$ cat config.mk
export PLATFORM = sky130hd
export DESIGN_NAME = ds_sinc3_decimator
export DESIGN_NICKNAME = d
export VERILOG_FILES = /design/src/rtl/ds_sinc3_decimator.sv
export SDC_FILE = /design/constraint.sdc
export NUM_CORES = 1
export LEC_CHECK = 0
export ABC_AREA = 1
export CAP_MARGIN = 20
export CORE_UTILIZATION = 29
export CTS_BUF_LIST = sky130_fd_sc_hd__clkbuf_4 sky130_fd_sc_hd__clkbuf_8
export CTS_CLUSTER_DIAMETER = 30
export DETAILED_ROUTE_END_ITERATION = 10
export SYNTH_ARGS = -nofsm -noshare
export SYNTH_HDL_FRONTEND = slang
export SYNTH_SLANG_ARGS = --single-unit
$ cat constraint.sdc
create_clock -name CLK -period 6.2 [get_ports CLK]
set_input_delay 1.24 -clock CLK [delete_from_list [all_inputs] [get_ports CLK]]
set_output_delay 1.24 -clock CLK [all_outputs]
set_load 0.005 [all_outputs]
$ cat src/rtl/ds_sinc3_decimator.sv
// Third-order sinc (CIC) decimator: 1-bit delta-sigma stream in, W-bit PCM out.
// Optional DS_DEC_SIGNED_OUT_EN selects a two's complement, midscale-zero output.
module ds_sinc3_decimator #(
  parameter  int OSR_LOG2 = 6,
  localparam int W        = 3*OSR_LOG2 + 1
) (
  input  logic         CLK,
  input  logic         reset_,
  input  logic         din,
  input  logic         din_en,
  output logic [W-1:0] dout,
  output logic         dout_valid
);

  logic [W-1:0]        i1, i2, i3;
  logic [W-1:0]        i3_prev, c1_prev, c2_prev;
  logic [OSR_LOG2-1:0] cnt;
  logic [1:0]          settle;

  logic [W-1:0] i3_next;
  logic [W-1:0] c1, c2, c3;
  logic [W-1:0] word;
  logic         frame_end;

  // Combs run on the post-edge I3 so a frame's snapshot covers all its samples.
  assign i3_next   = i3 + i2;
  assign c1        = i3_next - i3_prev;
  assign c2        = c1 - c1_prev;
  assign c3        = c2 - c2_prev;
  assign frame_end = din_en && (cnt == '1);

`ifdef DS_DEC_SIGNED_OUT_EN
  localparam logic [W-1:0] HALF = {2'b01, {(W-2){1'b0}}};
  assign word = c3 - HALF;
`else
  assign word = c3;
`endif

  always_ff @(posedge CLK or negedge reset_) begin
    if (!reset_) begin
      i1         <= '0;
      i2         <= '0;
      i3         <= '0;
      i3_prev    <= '0;
      c1_prev    <= '0;
      c2_prev    <= '0;
      cnt        <= '0;
      settle     <= '0;
      dout       <= '0;
      dout_valid <= 1'b0;
    end else begin
      dout_valid <= 1'b0;
      if (din_en) begin
        i1  <= i1 + W'(din);
        i2  <= i2 + i1;
        i3  <= i3_next;
        cnt <= cnt + 1'b1;
      end
      if (frame_end) begin
        i3_prev <= i3_next;
        c1_prev <= c1;
        c2_prev <= c2;
        // The first two frames only prime the comb delays.
        if (settle == 2'd2) begin
          dout       <= word;
          dout_valid <= 1'b1;
        end else begin
          settle <= settle + 2'd1;
        end
      end
    end
  end

endmodule

* Word-level counts from Yosys, hierarchy flattened
Cells that the tools add are included.
W data, S select, Z words.
** Storage, ports and cells
- Flip-flop bits (word level) :: 142
- Bits of input ports :: 4
- Output and inout port bits :: 20
- Logic and storage cells :: 26
** Operators by class
- Add/sub/neg operators :: 8
- Eq/ne operators :: 2
- Mux-type cells :: 2
- Bitwise operators :: 1
- Reduce and logical (&&, ||, !) cells :: 3
** Operators by type and width (number)
- $sub A19 B19 Y19 :: 3
- $add A19 B19 Y19 :: 2
- $add A19 B1 Y19 :: 1
- $add A6 B1 Y6 const B :: 1
- $eq A6 B6 Y1 const B :: 1
- $reduce_and A2 Y1 :: 2
- $add A2 B1 Y2 const B :: 1
- $eq A2 B2 Y1 const B :: 1
- $mux W1 :: 2
- $logic_and A1 B1 Y1 :: 1
- $not A1 Y1 :: 1

* Logic depth before layout (Yosys ltp)
Gate-level depths: netlist of the first run.
- Depth in word-level cells :: 4
- Mapped depth :: 39
- Gate-level depth less buffers :: 39

* Least setup slack after synthesis of the first run
No wires, ideal clock.
- Path type :: register to register
- Start point :: register i2[2]
- End point :: register dout[17]
- Setup time :: 118 ps
- Arrival :: 4923 ps
- Data required time :: 6082 ps
- Path slack :: 1160 ps
- Stages on the path, launching flop included :: 34
- Buffers on the path :: 0
- Period minus slack after synthesis :: 5040 ps
- Cells stage by stage :: dfrtp_1 -> ha_1 -> a21oi_1 -> o21ai_2 -> a21oi_1 -> o21ai_2 -> xor2_1 -> ha_1 -> a21oi_1 -> nand2_1 -> a21oi_1 -> nor2_1 -> nor2_1 -> xnor2_1 -> ha_1 -> nand2_1 -> nor3_2 -> nand2_1 -> o211ai_1 -> a31oi_1 -> o21ai_0 -> xor2_1 -> ha_1 -> nand2_1 -> nor2_1 -> nand2_1 -> o21ai_1 -> nand3_1 -> nand2_1 -> a21oi_1 -> o21ai_1 -> o21ai_0 -> a21oi_1 -> nor2_1
** Between the ends
- Cells in the longest elaborated chain, start to end :: 4
** Ends and longest elaborated chain
- from (decl) :: line 15 : logic [W-1:0] i1, i2, i3;
- from (signal assigned) :: line 55 : i2 <= i2 + i1;
- $add A19 B19 Y19 :: line 26 : assign i3_next = i3 + i2;
- net i3_next[5] :: line 20 : logic [W-1:0] i3_next;
- $sub A19 B19 Y19 :: line 27 : assign c1 = i3_next - i3_prev;
- net c1[8] :: line 21 : logic [W-1:0] c1, c2, c3;
- $sub A19 B19 Y19 :: line 28 : assign c2 = c1 - c1_prev;
- net c2[11] :: line 21
- $sub A19 B19 Y19 :: line 29 : assign c3 = c2 - c2_prev;
- to (signal assigned) :: line 65 : dout <= word;
- to (decl) :: line 11 : output logic [W-1:0] dout,
The timed path passes the listed nets, and every way through them passes these cells.
A chain may end at the register's enable or synchronous reset.

* Worst setup path in the final report of the first run
- Start point :: register i2[2]
- End point :: register dout[18]
The elaborated chain is that of the path after synthesis.

==> flow_summary.ini, run 1 <==
[status]
status = finished, final reports clean

[detailed_routing]
wl_met2_mm = 9.949
ant_nets = 0
via_per_inst = 4.686
wirelength_mm = 21.65
wl_met1_mm = 10.66
drt_iter0_markers = 457
first_pass_iters = 7
dr_wl_met3_um = 612
drc_errors = 0
vias = 8192
routed.top_layer = met4
drt-wirelength-per-cell_um = 12.39

[clock_network]
post_cts.repair.setup_buffers = 0
clockBufferDepth = 2
cts_buffers = 17
clk_pin_slew_ns = 0.09
cts_sinks = 142
cts_resized = 0
htree_num_levels = 4
hold_buffers = 0
clk_latency_ns = 0.48
tritoncts = done
clock-root-buffer = clkbuf_8

[logic_synthesis]
syn-cell-area_sq_um = 9923
synth_enable_flop_cells = 0
synth_common_cells = nand2_1, inv_1, dfrtp_1, o21ai_0, ha_1
yosysWarnings = 0
synth_largest_area_cell = dfrtp_1
syn_nets = 1366
yosysTopAreaCellShare = 0.3581
synth_area_leaders = dfrtp_1, ha_1, nand2_1
synth.most_common_cell = nand2_1
avgSynthCellArea_sq_um = 7.857
ys.flop_type = dfrtp_1
ys_ff_latch = 142
yosysSeqAreaShare = 0.3581
synthArstFlopShare = 1.000
netlist_instances = 1263
synth_cell_types = 44

[cells_and_area]
final_nets = 1390
antenna_cells = 0
area_growth_pct = 12.57
drive_gt1_frac = 0.08231

[sta]
relSlewSlack = 0.4213
worst_pin_slew_ns = 0.8681
setup_viol = 0
period_needed_ns = 5.838
finClkSkew_ns = 0.01175
slew_viol_final = 0
fmax_mhz = 171.3
finalCritPeriodShare = 0.9416
hold_viol_final = 0
setup_tns_ns = 0
rsz0062_at_grt = false

[setup_path]
rrSetupSlack_ns = 0.36
r2r-start = i2[2]
critPathLaunch = i2[2]
end_kind = register
path_class = register to register
crit_fanout = 5
slowest_delay_ns = 0.41
crit_top_cell = nand2_1
crit_end = dout[18]
cp-start-kind = register
r2r_cells = 32
crit_required_ns = 6.57
slowest_stage = dfrtp_1
cp.arrival_ns = 6.21
r2r-end = dout[18]

[floorplanning]
core_area_sq_um = 33620
dieArea_sq_um = 34960
die_x_um = 187.0
start_util = 0.2952
die_height_um = 187.0
io_pins = 24
rows = 67

[run]
drv.max_cap_violation_count = 0

[place]
globalplace.congestion = 0.9056
dp_hpwl_mm = 16.00
io_buffer_count = 23

[grt]
grt.overflow.total = 0
grt_max_degree = 98
grt_pass1_wl_mm = 37.26
grtUsageTotal = 0.1289
grt_pass1_vias = 7981
antenna_found_initial = 0

[hold_path]
hp-class = register to register
==> layer usage <==
layer  vias to the layer above  global-route usage
li1                       4229                   -
met1                      3799              0.1650
met2                       131              0.2176
met3                        33             0.02289
met4                         0             0.04477
met5                         -                   0
==> layout make-up <==
type / instances / area (sq um)
fillers: 3558 / 22450
flip-flops and latches: 142 / 3553
clock buffers: 17 / 234.0
multi-input cells: 932 / 5758
repair buffers: 28 / 269.0
clock inverters: 15 / 172.7
well taps: 448 / 560.5
inverters: 166 / 623.1
==> sequential cells by signal, indices dropped and copies added, names as in the netlist <==
name	count
dout_valid	1
dout	19
c1_prev	19
cnt	6
i3_prev	19
i2	19
settle	2
c2_prev	19
i3	19
i1	19
==> cell families (layout without fill, tap and decap cells) <==
kind of cell / count (synthesis) / in the layout / synth area share
fa+ha+maj: 99 / 99 / 0.1286
simple gates: 466 / 466 / 0.2034
buf+inv: 189 / 226 / 0.07263
xor+xnor: 88 / 88 / 0.07843
flops: 142 / 142 / 0.3581
compound gates: 279 / 279 / 0.1589
==> metrics by stage <==
step	utilization	setup slack (ns)	std cells	area (sq um)	hold WS, ns
finish	0.3323	0.3619	1748	11170	0.4732
global route	0.3323	0.001995	1748	11170	0.5030
CTS	0.3291	0.08086	1748	11060	0.4807
detailed placement	0.3170	0.1140	1716	10660	0.4606
global placement	0.3170	0.1747	1716	10660	0.4579
floorplan	-	1.160	1263	9923	0.4530
==> cell usage in the layout (no fill, tap or decap), types with 14 or more instances in the layout <==
cell type,instances
nand2_1,309
inv_1,160
dfrtp_1,142
o21ai_0,103
ha_1,90
a21oi_1,89
nor2_1,47
xor2_1,46
nand3_1,43
xnor2_1,36
clkdlybuf4s50_1,22
o21ai_1,19
clkbuf_8,17
a31oi_1,16
a21o_1,14
nor3_1,14
==> critical path, delay by kind of cell, from the launching register on <==
| kind | cells | cell delay, ns |
|---|---|---|
| AO/OA/AOI/OAI | 11 | 1.79 |
| XOR/XNOR | 3 | 0.59 |
| flip-flops | 1 | 0.41 |
| buffers and inverters | 2 | 0.15 |
| adder cells (fa/ha/maj) | 4 | 1.44 |
| AND/OR/NAND/NOR | 12 | 1.35 |
==> worst min-delay path by stage <==
stage | cells after the start | endpoint | startpoint
global placement | 2 | dout[1] | dout[1]
floorplan | 2 | i3[12] | i3[12]
finish | 2 | dout[1] | dout[1]
global route | 1 | dout[6] | dout[6]
CTS | 2 | dout[1] | dout[1]
detailed placement | 2 | dout[1] | dout[1]
Power of run 1 is left out: the tool's default activity adds up to more than one toggle a clock period on the data nets, which glitch-free logic cannot reach.
==> run 2: changes to the inputs <==
--- a/config.mk
+++ b/config.mk
@@ -11,6 +11,8 @@
 export CTS_BUF_LIST = sky130_fd_sc_hd__clkbuf_4 sky130_fd_sc_hd__clkbuf_8
 export CTS_CLUSTER_DIAMETER = 30
 export DETAILED_ROUTE_END_ITERATION = 10
+export PLACE_DENSITY = 0.55
+export RECOVER_POWER = 25
 export SYNTH_ARGS = -nofsm -noshare
 export SYNTH_HDL_FRONTEND = slang
 export SYNTH_SLANG_ARGS = --single-unit
==> run 2 against run 1 <==
  * The flow now finishes with violations (max-capacitance violations, max-slew violations)
  * Via count decreased by 0.98%
  * Critical path depth increased by 1
  * Final cell count unchanged
  * First-iteration DRC count is 3.5% higher
  * Wire length increased by 1.6%
==> flow_summary.ini, run 2 (same netlist as run 1, synthesis figures left out) <==
[clock_network]
clock-root-buffer = clkbuf_8
cts_sinks = 142
hold_buffers = 0
htree_num_levels = 4
clockBufferDepth = 2
clk_pin_slew_ns = 0.09
clk_latency_ns = 0.48
cts_buffers = 17
tritoncts = done

[setup_path]
crit_fanout = 5
rrSetupSlack_ns = 0.50
slowest_stage = fa_1
crit_required_ns = 6.57
r2r_cells = 33
worstSetupPathDepth = 33
path_buf_inv = 3
end_kind = register
cp-start-kind = register
r2r-end = dout[17]
r2r-start = i2[0]
crit_top_cell = nand2_1
cp.arrival_ns = 6.06
crit_family = compound AO/OA/AOI/OAI gates
slowest_delay_ns = 0.41
path_class = register to register

[place]
globalplace.congestion = 0.8841
dp_hpwl_mm = 16.24
dp_worst_setup_slack_ns = 0.2121
io_buffer_count = 23

[grt]
grt_pass1_wl_mm = 38.14
grtUsageTotal = 0.1324
grt.overflow.total = 0
antenna_found_initial = 0
grt_max_degree = 98
grt_pass1_vias = 7952

[cells_and_area]
layout_common_cells = nand2_1, inv_1, dfrtp_1, o21ai_0, a21oi_1
final_common_cell = nand2_1
final_nets = 1390
area_growth_pct = 13.23
antenna_cells = 0
drive_gt1_frac = 0.07692

[hold_path]
hp-class = register to register
min_from = dout[1]
min_path_cells = 2
worstHoldEndpoint = dout[1]

[floorplanning]
io_pins = 24
die_x_um = 187.0
die_height_um = 187.0
rows = 67
dieArea_sq_um = 34960
start_util = 0.2952
core_area_sq_um = 33620

[detailed_routing]
via_per_inst = 4.641
drt_iter0_markers = 473
drc_errors = 0
drt-wirelength-per-cell_um = 12.59
ant_nets = 0
first_pass_iters = 5
vias = 8112
wirelength_mm = 22.00

[sta]
fin_ws_ns = 0.5029
finClkSkew_ns = 0.01345
finalCritPeriodShare = 0.9189
relSlewSlack = -1.836
setup_viol = 0
setup_tns_ns = 0
period_needed_ns = 5.697
hold_viol_final = 0
worst_pin_slew_ns = 4.254
rsz0062_at_grt = false
holdWs_ns = 0.4760
fmax_mhz = 175.5
slew_viol_final = 95

[status]
status = finished with violations
violations = max-capacitance violations, max-slew violations

[run]
drv.max_cap_violation_count = 1
## run 2: changes by cell type in the layout (fill, tap and decap cells not counted), sizes merged
cell         delta
clkinv          -5
bufinv          +3
buf             -1
clkbuf          +1
clkinvlp        +1
dlygate4sd2     +1
## run 2: tightest hold or removal path, delay by kind of cell, from the launching register on
| family | cells | cell delay (ns) |
|---|---|---|
| flops | 1 | 0.35 |
| simple gates | 2 | 0.09 |
## run 2: worst max-delay path by stage
stage | from | end | slack, ns
after floorplan | i2[2] | dout[17] | 1.16
after global routing | i2[2] | dout[18] | 0.02
after detailed placement | i2[2] | dout[18] | 0.21
after global placement | i2[2] | dout[18] | 0.18
after CTS | i2[2] | dout[18] | 0.14
final | i2[0] | dout[17] | 0.50
## run 2: layer usage
metal | up-vias | share of wire | track usage
met1 | 3758 | 0.49 | 0.1740
met4 | 0 | 0.018 | 0.04319
li1 | 4226 | - | -
met5 | - | 0 | 0
met2 | 97 | 0.46 | 0.2193
met3 | 31 | 0.027 | 0.02364
## run 2: area by class of cell
| cell class | instances | area (sq um) |
|---|---|---|
| multi-input cells | 932 | 5749 |
| flip-flops and latches | 142 | 3553 |
| clock inverters | 14 | 241.5 |
| repair buffers | 28 | 266.5 |
| fillers | 3531 | 22380 |
| inverters | 166 | 623.1 |
| clock buffers | 18 | 241.5 |
| well taps | 448 | 560.5 |
## run 2: metrics by stage
stage,instance area [sq um],std cells,utilization
final,11240,1748,0.3342
after floorplan,9923,1263,-
after CTS,11140,1748,0.3313
after global routing,11240,1748,0.3342
after detailed placement,10660,1716,0.3170
after global placement,10660,1716,0.3170
## run 2: timing repair
action / 4_1_cts / 5_1_grt
hold endpoints to repair: 0 / 0
setup buffers: 0 / 0
setup endpoints to repair: 0 / 3
resized for setup: 0 / 19
Power of run 2 is left out for the same reason.
